<file path="src/rtl/mod_exp_ctrl_if.sv">
`default_nettype none
// ============================================================================
//  Module      : mod_exp_ctrl_if
//  Description : Handshake bundle between the command side, the modular
//                exponentiation sequencer and the Montgomery multiplier with
//                its operand muxes.
//                  start, exponent  : command request into the sequencer
//                  mmm_done         : multiplier result-valid pulse
//                  mmm_start        : multiplier launch pulse
//                  op_a_sel/op_b_sel/op_b_reg_sel : operand mux selects
//                  p_we, z_we       : result register write enables
//                  busy, done       : command status
//                master = sequencer side, slave = environment side.
//  Revision    : 1.0 - initial release
// ============================================================================
interface mod_exp_ctrl_if #(
    parameter int WIDTH = 8
);
    logic             start;
    logic [WIDTH-1:0] exponent;
    logic             mmm_done;
    logic             mmm_start;
    logic [1:0]       op_a_sel;
    logic [1:0]       op_b_sel;
    logic             op_b_reg_sel;
    logic             p_we;
    logic             z_we;
    logic             busy;
    logic             done;

    modport master (
        input  start, exponent, mmm_done,
        output mmm_start, op_a_sel, op_b_sel, op_b_reg_sel, p_we, z_we, busy, done
    );

    modport slave (
        output start, exponent, mmm_done,
        input  mmm_start, op_a_sel, op_b_sel, op_b_reg_sel, p_we, z_we, busy, done
    );
endinterface
`default_nettype wire

</file>
<file path="src/rtl/mod_exp_ctrl.sv">
`default_nettype none
// ============================================================================
//  Module      : mod_exp_ctrl
//  Description : Left-to-right square-and-multiply sequencer for the
//                Montgomery multiplier of the RSA core. Converts the message
//                and 1 into the Montgomery domain, walks the exponent from
//                the MSB down (square always, multiply on a set bit), then
//                converts the result back out of the Montgomery domain.
//  Ports       : clk   - system clock, rising edge
//                rst_n - synchronous active-low reset
//                bus   - mod_exp_ctrl_if.master (start/exponent in,
//                        multiplier strobes, mux selects, P/Z write
//                        enables, busy/done out)
//  Parameters  : WIDTH - exponent width in bits
//  Macro       : MODEXP_LZ_SKIP_EN - when defined, leading zero bits of the
//                exponent are skipped one cycle each instead of squaring.
//  Revision    : 1.0 - initial release
// ============================================================================
module mod_exp_ctrl #(
    parameter int WIDTH = 8
) (
    input  logic            clk,
    input  logic            rst_n,
    mod_exp_ctrl_if.master  bus
);
    localparam int            CW      = (WIDTH > 1) ? $clog2(WIDTH) : 1;
    localparam logic [CW-1:0] CNT_TOP = CW'(WIDTH - 1);

    localparam logic [1:0] A_P   = 2'b00;
    localparam logic [1:0] A_MSG = 2'b01;
    localparam logic [1:0] A_ONE = 2'b10;
    localparam logic [1:0] B_REG = 2'b00;
    localparam logic [1:0] B_R2  = 2'b01;
    localparam logic [1:0] B_ONE = 2'b10;

    typedef enum logic [3:0] {
        S_IDLE   = 4'd0,
        S_CONV_X = 4'd1,
        S_CONV_1 = 4'd2,
        S_SQR    = 4'd3,
        S_MUL    = 4'd4,
        S_NEXT   = 4'd5,
        S_SKIP   = 4'd6,
        S_POST   = 4'd7,
        S_DONE   = 4'd8
    } state_t;

    state_t           state_q, state_d;
    logic             wait_q, wait_d;          // 0 = ISSUE phase, 1 = WAIT phase
    logic [WIDTH-1:0] exp_q, exp_d;
    logic [CW-1:0]    cnt_q, cnt_d;
    logic             mmm_start_q, mmm_start_d;
    logic [1:0]       op_a_sel_q, op_a_sel_d;
    logic [1:0]       op_b_sel_q, op_b_sel_d;
    logic             op_b_reg_sel_q, op_b_reg_sel_d;
    logic             busy_q, busy_d;
    logic             done_q, done_d;

    logic             op_done;                 // multiplier finished the current op
    logic             enter_op;                // next cycle is the ISSUE of a new op
    logic [CW-1:0]    cnt_m1;
    logic             bit_cur;

    function automatic logic is_op(input state_t s);
        return (s == S_CONV_X) || (s == S_CONV_1) || (s == S_SQR) ||
               (s == S_MUL)    || (s == S_POST);
    endfunction

    always_comb begin
        cnt_m1   = cnt_q - CW'(1);
        bit_cur  = exp_q[cnt_q];
        // A done pulse only counts in WAIT; during ISSUE or outside an op it is dropped.
        op_done  = wait_q && bus.mmm_done;
        state_d  = state_q;
        exp_d    = exp_q;
        cnt_d    = cnt_q;

        case (state_q)
            S_IDLE: begin
                if (bus.start) begin
                    exp_d   = bus.exponent;
                    cnt_d   = CNT_TOP;
                    state_d = S_CONV_X;
                end
            end
            S_CONV_X: if (op_done) state_d = S_CONV_1;
            S_CONV_1: begin
                if (op_done) begin
`ifdef MODEXP_LZ_SKIP_EN
                    state_d = bit_cur ? S_SQR : S_SKIP;
`else
                    state_d = S_SQR;
`endif
                end
            end
            S_SQR:  if (op_done) state_d = bit_cur ? S_MUL : S_NEXT;
            S_MUL:  if (op_done) state_d = S_NEXT;
            S_NEXT: begin
                if (cnt_q == '0) begin
                    state_d = S_POST;
                end else begin
                    cnt_d   = cnt_m1;
                    state_d = S_SQR;
                end
            end
            S_SKIP: begin
`ifdef MODEXP_LZ_SKIP_EN
                // Squaring the Montgomery 1 leaves it unchanged, so leading
                // zeros cost one idle cycle each until the top set bit.
                if (cnt_q == '0) begin
                    state_d = S_POST;
                end else begin
                    cnt_d   = cnt_m1;
                    state_d = exp_q[cnt_m1] ? S_SQR : S_SKIP;
                end
`else
                state_d = S_IDLE;
`endif
            end
            S_POST: if (op_done) state_d = S_DONE;
            S_DONE: state_d = S_IDLE;
            default: state_d = S_IDLE;
        endcase

        // No op follows itself directly, so a state change into an op marks ISSUE.
        enter_op    = is_op(state_d) && (state_d != state_q);
        wait_d      = is_op(state_d) && !enter_op;
        mmm_start_d = enter_op;
        busy_d      = (state_d != S_IDLE);
        done_d      = (state_d == S_DONE);

        // Selects follow the next state so they are valid with mmm_start and
        // stay put through the whole WAIT phase.
        op_a_sel_d     = A_P;
        op_b_sel_d     = B_REG;
        op_b_reg_sel_d = 1'b0;
        case (state_d)
            S_CONV_X: begin op_a_sel_d = A_MSG; op_b_sel_d = B_R2;  end
            S_CONV_1: begin op_a_sel_d = A_ONE; op_b_sel_d = B_R2;  end
            S_SQR:    begin op_a_sel_d = A_P;   op_b_sel_d = B_REG; end
            S_MUL:    begin op_a_sel_d = A_P;   op_b_sel_d = B_REG; op_b_reg_sel_d = 1'b1; end
            S_POST:   begin op_a_sel_d = A_P;   op_b_sel_d = B_ONE; end
            default:  begin op_a_sel_d = A_P;   op_b_sel_d = B_REG; end
        endcase
    end

    always_ff @(posedge clk) begin
        if (!rst_n) begin
            state_q        <= S_IDLE;
            wait_q         <= 1'b0;
            exp_q          <= '0;
            cnt_q          <= '0;
            mmm_start_q    <= 1'b0;
            op_a_sel_q     <= 2'b00;
            op_b_sel_q     <= 2'b00;
            op_b_reg_sel_q <= 1'b0;
            busy_q         <= 1'b0;
            done_q         <= 1'b0;
        end else begin
            state_q        <= state_d;
            wait_q         <= wait_d;
            exp_q          <= exp_d;
            cnt_q          <= cnt_d;
            mmm_start_q    <= mmm_start_d;
            op_a_sel_q     <= op_a_sel_d;
            op_b_sel_q     <= op_b_sel_d;
            op_b_reg_sel_q <= op_b_reg_sel_d;
            busy_q         <= busy_d;
            done_q         <= done_d;
        end
    end

    // Write enables must coincide with the mmm_done cycle, so they are decoded
    // combinationally; rst_n gates them so a reset cycle never writes.
    assign bus.p_we = rst_n && op_done &&
                      ((state_q == S_CONV_1) || (state_q == S_SQR) ||
                       (state_q == S_MUL)    || (state_q == S_POST));
    assign bus.z_we = rst_n && op_done && (state_q == S_CONV_X);

    assign bus.mmm_start    = mmm_start_q;
    assign bus.op_a_sel     = op_a_sel_q;
    assign bus.op_b_sel     = op_b_sel_q;
    assign bus.op_b_reg_sel = op_b_reg_sel_q;
    assign bus.busy         = busy_q;
    assign bus.done         = done_q;
endmodule
`default_nettype wire

</file>
<file path="src/flat_wrapper.sv">
// flat-port wrapper written by rule: the top's interface ports become plain ports
module mod_exp_ctrl_flat 
#(
    parameter int WIDTH = 8
)
  (clk, rst_n, bus_start, bus_exponent, bus_mmm_done, bus_mmm_start, bus_op_a_sel, bus_op_b_sel, bus_op_b_reg_sel, bus_p_we, bus_z_we, bus_busy, bus_done);
  mod_exp_ctrl_if #(.WIDTH(WIDTH)) bus_i ();
  input  logic clk;
  input  logic rst_n;
  input wire logic [$bits(bus_i.start)-1:0] bus_start;
  input wire logic [$bits(bus_i.exponent)-1:0] bus_exponent;
  input wire logic [$bits(bus_i.mmm_done)-1:0] bus_mmm_done;
  output wire logic [$bits(bus_i.mmm_start)-1:0] bus_mmm_start;
  output wire logic [$bits(bus_i.op_a_sel)-1:0] bus_op_a_sel;
  output wire logic [$bits(bus_i.op_b_sel)-1:0] bus_op_b_sel;
  output wire logic [$bits(bus_i.op_b_reg_sel)-1:0] bus_op_b_reg_sel;
  output wire logic [$bits(bus_i.p_we)-1:0] bus_p_we;
  output wire logic [$bits(bus_i.z_we)-1:0] bus_z_we;
  output wire logic [$bits(bus_i.busy)-1:0] bus_busy;
  output wire logic [$bits(bus_i.done)-1:0] bus_done;
  assign bus_i.start = bus_start;
  assign bus_i.exponent = bus_exponent;
  assign bus_i.mmm_done = bus_mmm_done;
  assign bus_mmm_start = bus_i.mmm_start;
  assign bus_op_a_sel = bus_i.op_a_sel;
  assign bus_op_b_sel = bus_i.op_b_sel;
  assign bus_op_b_reg_sel = bus_i.op_b_reg_sel;
  assign bus_p_we = bus_i.p_we;
  assign bus_z_we = bus_i.z_we;
  assign bus_busy = bus_i.busy;
  assign bus_done = bus_i.done;
  mod_exp_ctrl #(.WIDTH(WIDTH)) u_core (.clk(clk), .rst_n(rst_n), .bus(bus_i));
endmodule
</file>
<file path="config.mk">
export PLATFORM = sky130hd
export DESIGN_NAME = mod_exp_ctrl_flat
export DESIGN_NICKNAME = d
export VERILOG_FILES = /design/src/rtl/mod_exp_ctrl_if.sv /design/src/rtl/mod_exp_ctrl.sv /design/src/flat_wrapper.sv
export SDC_FILE = /design/constraint.sdc
export NUM_CORES = 1
export LEC_CHECK = 0
export CAP_MARGIN = 30
export CELL_PAD_IN_SITES_DETAIL_PLACEMENT = 1
export CELL_PAD_IN_SITES_GLOBAL_PLACEMENT = 2
export CORE_MARGIN = 4
export CORE_UTILIZATION = 33
export CTS_CLUSTER_DIAMETER = 100
export CTS_CLUSTER_SIZE = 30
export DETAILED_ROUTE_END_ITERATION = 7
export GPL_ROUTABILITY_DRIVEN = 1
export GPL_TIMING_DRIVEN = 0
export HOLD_SLACK_MARGIN = 0.02
export PLACE_DENSITY_LB_ADDON = 0.1
export SYNTH_ARGS = -nofsm -noshare
export SYNTH_HDL_FRONTEND = slang
export SYNTH_SLANG_ARGS = --single-unit
</file>
<file path="constraint.sdc">
create_clock -name clk -period 3.9 [get_ports clk]
set_input_delay 0.78 -clock clk [delete_from_list [all_inputs] [get_ports clk]]
set_output_delay 0.78 -clock clk [all_outputs]
set_load 0.05 [all_outputs]
</file>
=== After elaboration in Yosys (flattened, before gate mapping) ===
Index checks and enable logic that the tools add are counted.

* $add $sub $neg: 1
* $lt $le $gt $ge: 1
* Equal/unequal tests: 15
* Multiplexer cells: 17
* Reductions and logical operators: 21

{| class="wikitable"
|+ Operators by type and width
! operator !! count
|-
| case mux 4 bit (7 select lines) || 1
|-
| two-way mux 4 bit || 6
|-
| == test 4 x 3 -> 1 bit, second input constant || 5
|-
| == test 4 x 2 -> 1 bit, second input constant || 4
|-
| two-way mux 3 bit || 3
|-
| == test 4 x 1 -> 1 bit, second input constant || 2
|-
| case mux 2 bit (2 select lines) || 2
|-
| logical OR 1 bit || 7
|-
| logical AND 1 bit || 6
|-
| case mux 3 bit (2 select lines) || 1
|-
| == test 4 bit, second input constant || 1
|-
| zero test 4 bit || 1
|-
| < comparator 3 x 4 -> 1 bit, second input constant || 1
|-
| != test 2 bit, second input constant || 2
|-
| != test 4 bit || 1
|-
| nonzero test 4 bit || 1
|-
| binary-select mux 1 bit (select 3 bit) || 1
|-
| zero test 3 bit || 1
|-
| two-way mux 1 bit || 3
|-
| AND reduction 3 bit || 1
|-
| subtractor 3 x 1 -> 3 bit, second input constant || 1
|-
| AND reduction 2 bit || 1
|-
| nonzero test 2 bit || 1
|-
| OR reduction 2 bit || 1
|-
| zero test 1 bit || 1
|}

* Bits in registers: 24
* Bits of input ports: 12
* Output and inout bits: 10
* Logic and storage cells: 65

=== Longest topological paths before layout ===
* Depth after elaboration: 13
* Gate-level depth with buffers: 7
* Depth with buffers taken out: 7

=== Least setup slack after synthesis ===
Ideal clock, no wire load.

* Kind: input to output
* Start: in bus_mmm_done
* End: out bus_p_we
* Data arrival time: 2056 ps
* Data required time: 3120 ps
* Slack: 1064 ps
* Stages: 2
* Path buffers: 0
* Path through: nand2_1 -> nor3_1

* Longest elaborated chain between the ends: 3

{| class="wikitable"
|+ RTL lines
! item !! RTL line !! RTL
|-
| from (decl) || flat_wrapper.sv:12 || <nowiki>input wire logic [$bits(bus_i.mmm_done)-1:0] bus_mmm_done;</nowiki>
|-
| logical AND 1 bit || mod_exp_ctrl.sv:73 || <nowiki>op_done = wait_q && bus.mmm_done;</nowiki>
|-
| logical AND 1 bit (2 in series) || mod_exp_ctrl.sv:175 || <nowiki>assign bus.p_we = rst_n && op_done &&</nowiki>
|-
| to (decl) || flat_wrapper.sv:17 || <nowiki>output wire logic [$bits(bus_i.p_we)-1:0] bus_p_we;</nowiki>
|}

Every way passes these cells.

=== Worst setup path in the final report ===
* Start: in rst_n
* End: out bus_z_we

* Longest elaborated chain between the ends: 2

{| class="wikitable"
|+ RTL lines
! item !! RTL line !! RTL
|-
| from (decl) || flat_wrapper.sv:9 || <nowiki>input logic rst_n;</nowiki>
|-
| logical AND 1 bit (2 in series) || mod_exp_ctrl.sv:178 || <nowiki>assign bus.z_we = rst_n && op_done && (state_q == S_CONV_X);</nowiki>
|-
| to (decl) || flat_wrapper.sv:18 || <nowiki>output wire logic [$bits(bus_i.z_we)-1:0] bus_z_we;</nowiki>
|}

Every way passes these cells.

==> impl_metrics.tcl <==
set metrics [dict create \
    end_kind "primary output" \
    synth_top_family_by_area "simple AND/OR/NAND/NOR gates" \
    vias_per_cell 5.26 \
    post-dp-hpwl_um 2360 \
    initial_utilization_pct 35.2 \
    numCtsBuffers 3 \
    peakVddDrop_uv 160 \
    total_leakage_power_nw 0.576 \
    htreeDepth 1 \
    critical_path.max_fanout 10 \
    core_area_um2 3470 \
    synth_top_area_share_pct 39.3 \
    overflow 0 \
    routed_wl_um 3150 \
    synth-edff-count 0 \
    grt_max_degree 13 \
    hold_buffers 0 \
    grt_pass1_vias 1074 \
    cts_tree "built" \
    synthFlopType "dfxtp_1" \
    area_growth_pct 25.3 \
    die_x_um 68.9 \
    rsz0062_at_grt "no" \
    dieArea_um2 4740 \
    ctsResizeCount 0 \
    num_io_pins 22 \
    synthAdderAreaFrac_pct 2.05 \
    grt_pass1_wl_um 5400 \
    synth_cell_types 43 \
    async_flop_share_pct 0 \
    via_count 1095 \
    worst-setup-path-type "in2out" \
    critical-path-max-stage-delay_ps 810 \
    path_cells "clkdlybuf4s50_1, clkbuf_1, and3_1, clkdlybuf4s50_1" \
    ys_seq_area_share_pct 39.3 \
    fin_skew_ps 1.39 \
    yosysMostFrequentCell "dfxtp_1" \
    multiInputGateArea_um2 693 \
    nFillCells 434 \
    die_height_um 68.9 \
    power.density_nw_per_um2 346 \
    ys_warn_count 0 \
    cp_top_family "buffers and inverters" \
    status "finished, final reports clean" \
    synthMuxAreaShare_pct 5.63 \
    synth.area.top_cells "dfxtp_1, nand2_1, a21boi_0" \
    seqCellArea_um2 480 \
    max_freq_mhz 272 \
    clk_pin_slew_ps 80 \
    critical_path_buf_inv_count 3 \
    drv_cap 0 \
    cp.required_ps 3120 \
    root_buffer "clkbuf_8" \
    gp_congestion 0.812 \
    synth-compound-area-share_pct 20.8 \
    syn-num-nets 152 \
    syn_area_um2 1220 \
    wl_per_cell_um 15.2 \
    clock_sinks 24 \
    dp_cells 205 \
    syn_inst 138 \
    num-nets-final 178 \
    drv_slew 0 \
    setup_violations 0 \
    synth_top_cell_by_area "dfxtp_1" \
    finalSetupTns_ps 0 \
    cpMaxStageDelayCell "clkdlybuf4s50_1" \
    post-cts-setup-buffer-count 0 \
    drt_first_pass_iters 4 \
    drt-initial-drc-count 70 \
    clkLatencyLatePin_ps 270 \
    tightest_slew_ps 502 \
    synth-xor-area-share_pct 1.43 \
    critPathLaunchType "primary input" \
    ant_nets 0 \
    hold_viol 0 \
    synth_seq_cells 24 \
    finalCritPeriodShare_pct 94.1 \
    worstPathArrival_ps 2890 \
    maxSlewHeadroom_pct 66.5 \
    cp_common_cell "clkdlybuf4s50_1" \
    drc_errors 0 \
    min_period_ps 3670 \
    antenna_found_initial 0 \
    grt_usage_pct 15.6 \
    io_buffers 21 \
    final_layout_size_suffix_gt1_share_pct 8.64 \
    clockBufferDepth 2 \
    rows 21 \
    synthTopCellsByCount "dfxtp_1, nand2_1, a21boi_0, nor2_1, nor3_1" \
    synthSimpleGateAreaFrac_pct 26.8 \
    layout.cells.non_filler 208 \
    hold_path.class "reg2reg" \
    antennaDiodeCount 0 \
    syn_area_per_cell_um2 8.86 \
]
metrics by stage:
stage / cell area [um^2] / hold WS [ps] / worst slack [ps] / power, W / utilization [%]
floorplan: 1220 / 439 / 1060 / 0.000349 / -
global placement: 1490 / 451 / 200 / 0.000387 / 43.0
detailed placement: 1490 / 461 / 210 / 0.000390 / 43.0
CTS: 1530 / 473 / 200 / 0.000538 / 44.2
global route: 1530 / 503 / 116 / 0.000568 / 44.2
finish: 1530 / 468 / 230 / 0.000530 / 44.2
cells by family after synthesis:
logic type	Yosys count
AOI/OAI and AO/OA	31
DFF	24
buffers and inverters	12
and+or+nand+nor	63
xor gates and xnor gates	2
adders and majority gates	2
muxes	4
layout by cell type, fill, tap and decap left out, types with 5 or more instances in the layout:
cell | netlist | layout
dfxtp_1 | 24 | 24
a21boi_0 | 9 | 9
nor3_1 | 6 | 6
nor2_1 | 9 | 9
a21oi_1 | 5 | 5
nand2_1 | 22 | 22
clkdlybuf4s50_1 | 0 | 21
state kept, by name, indices dropped and copies added (netlist names):
signal                   flops
u_core.bus.busy              1
u_core.state_q               4
u_core.bus.op_b_sel          2
u_core.bus.op_a_sel          2
u_core.bus.mmm_start         1
u_core.exp_q                 8
u_core.bus.done              1
u_core.cnt_q                 3
u_core.bus.op_b_reg_sel      1
u_core.wait_q                1
path summary, 6_finish.rpt:
check	start	end	slack, ps	depth (start not counted)
max	rst_n	bus_z_we	230	4
min	u_core.exp_q[5]$_SDFFE_PN0P_	u_core.exp_q[5]$_SDFFE_PN0P_	470	2
max reg2reg	u_core.cnt_q[0]$_SDFFE_PN0P_	u_core.bus.mmm_start$_SDFF_PN0_	2070	4
min reg2reg	u_core.exp_q[5]$_SDFFE_PN0P_	u_core.exp_q[5]$_SDFFE_PN0P_	470	2
layout make-up:
| cell class | instances | share of cell area, % |
|---|---|---|
| Clock buffer | 3 | 2.70 |
| Sequential cell | 24 | 31.4 |
| Multi-Input combinational cell | 102 | 45.3 |
| Buffer | 7 | 1.96 |
| Timing Repair Buffer | 21 | 13.7 |
| Tap cell | 46 | 3.76 |
| Inverter | 5 | 1.23 |
metal layers:
metal  wire, um  up-vias  track usage [%]
li1           -      539                -
met1       1540      534             22.3
met2       1470       17             23.8
met3        103        5             2.92
met4         34        0             4.38
met5          0        -                0
power breakdown:
part           switching (W)  internal (W)  total, W
Combinational      0.0000640     0.0000484  0.000112
Clock              0.0000780     0.0000692  0.000147
Sequential        0.00000978      0.000261  0.000270
Total               0.000152      0.000378  0.000530
worst register-to-register path, cell delays in order (launching register included):
cell and delay (ps):
dfxtp_1 460, mux4_2 560, o221a_4 270, o21ai_4 260, mux2i_1 220
No activity file was read; power rests on OpenSTA's default activity.
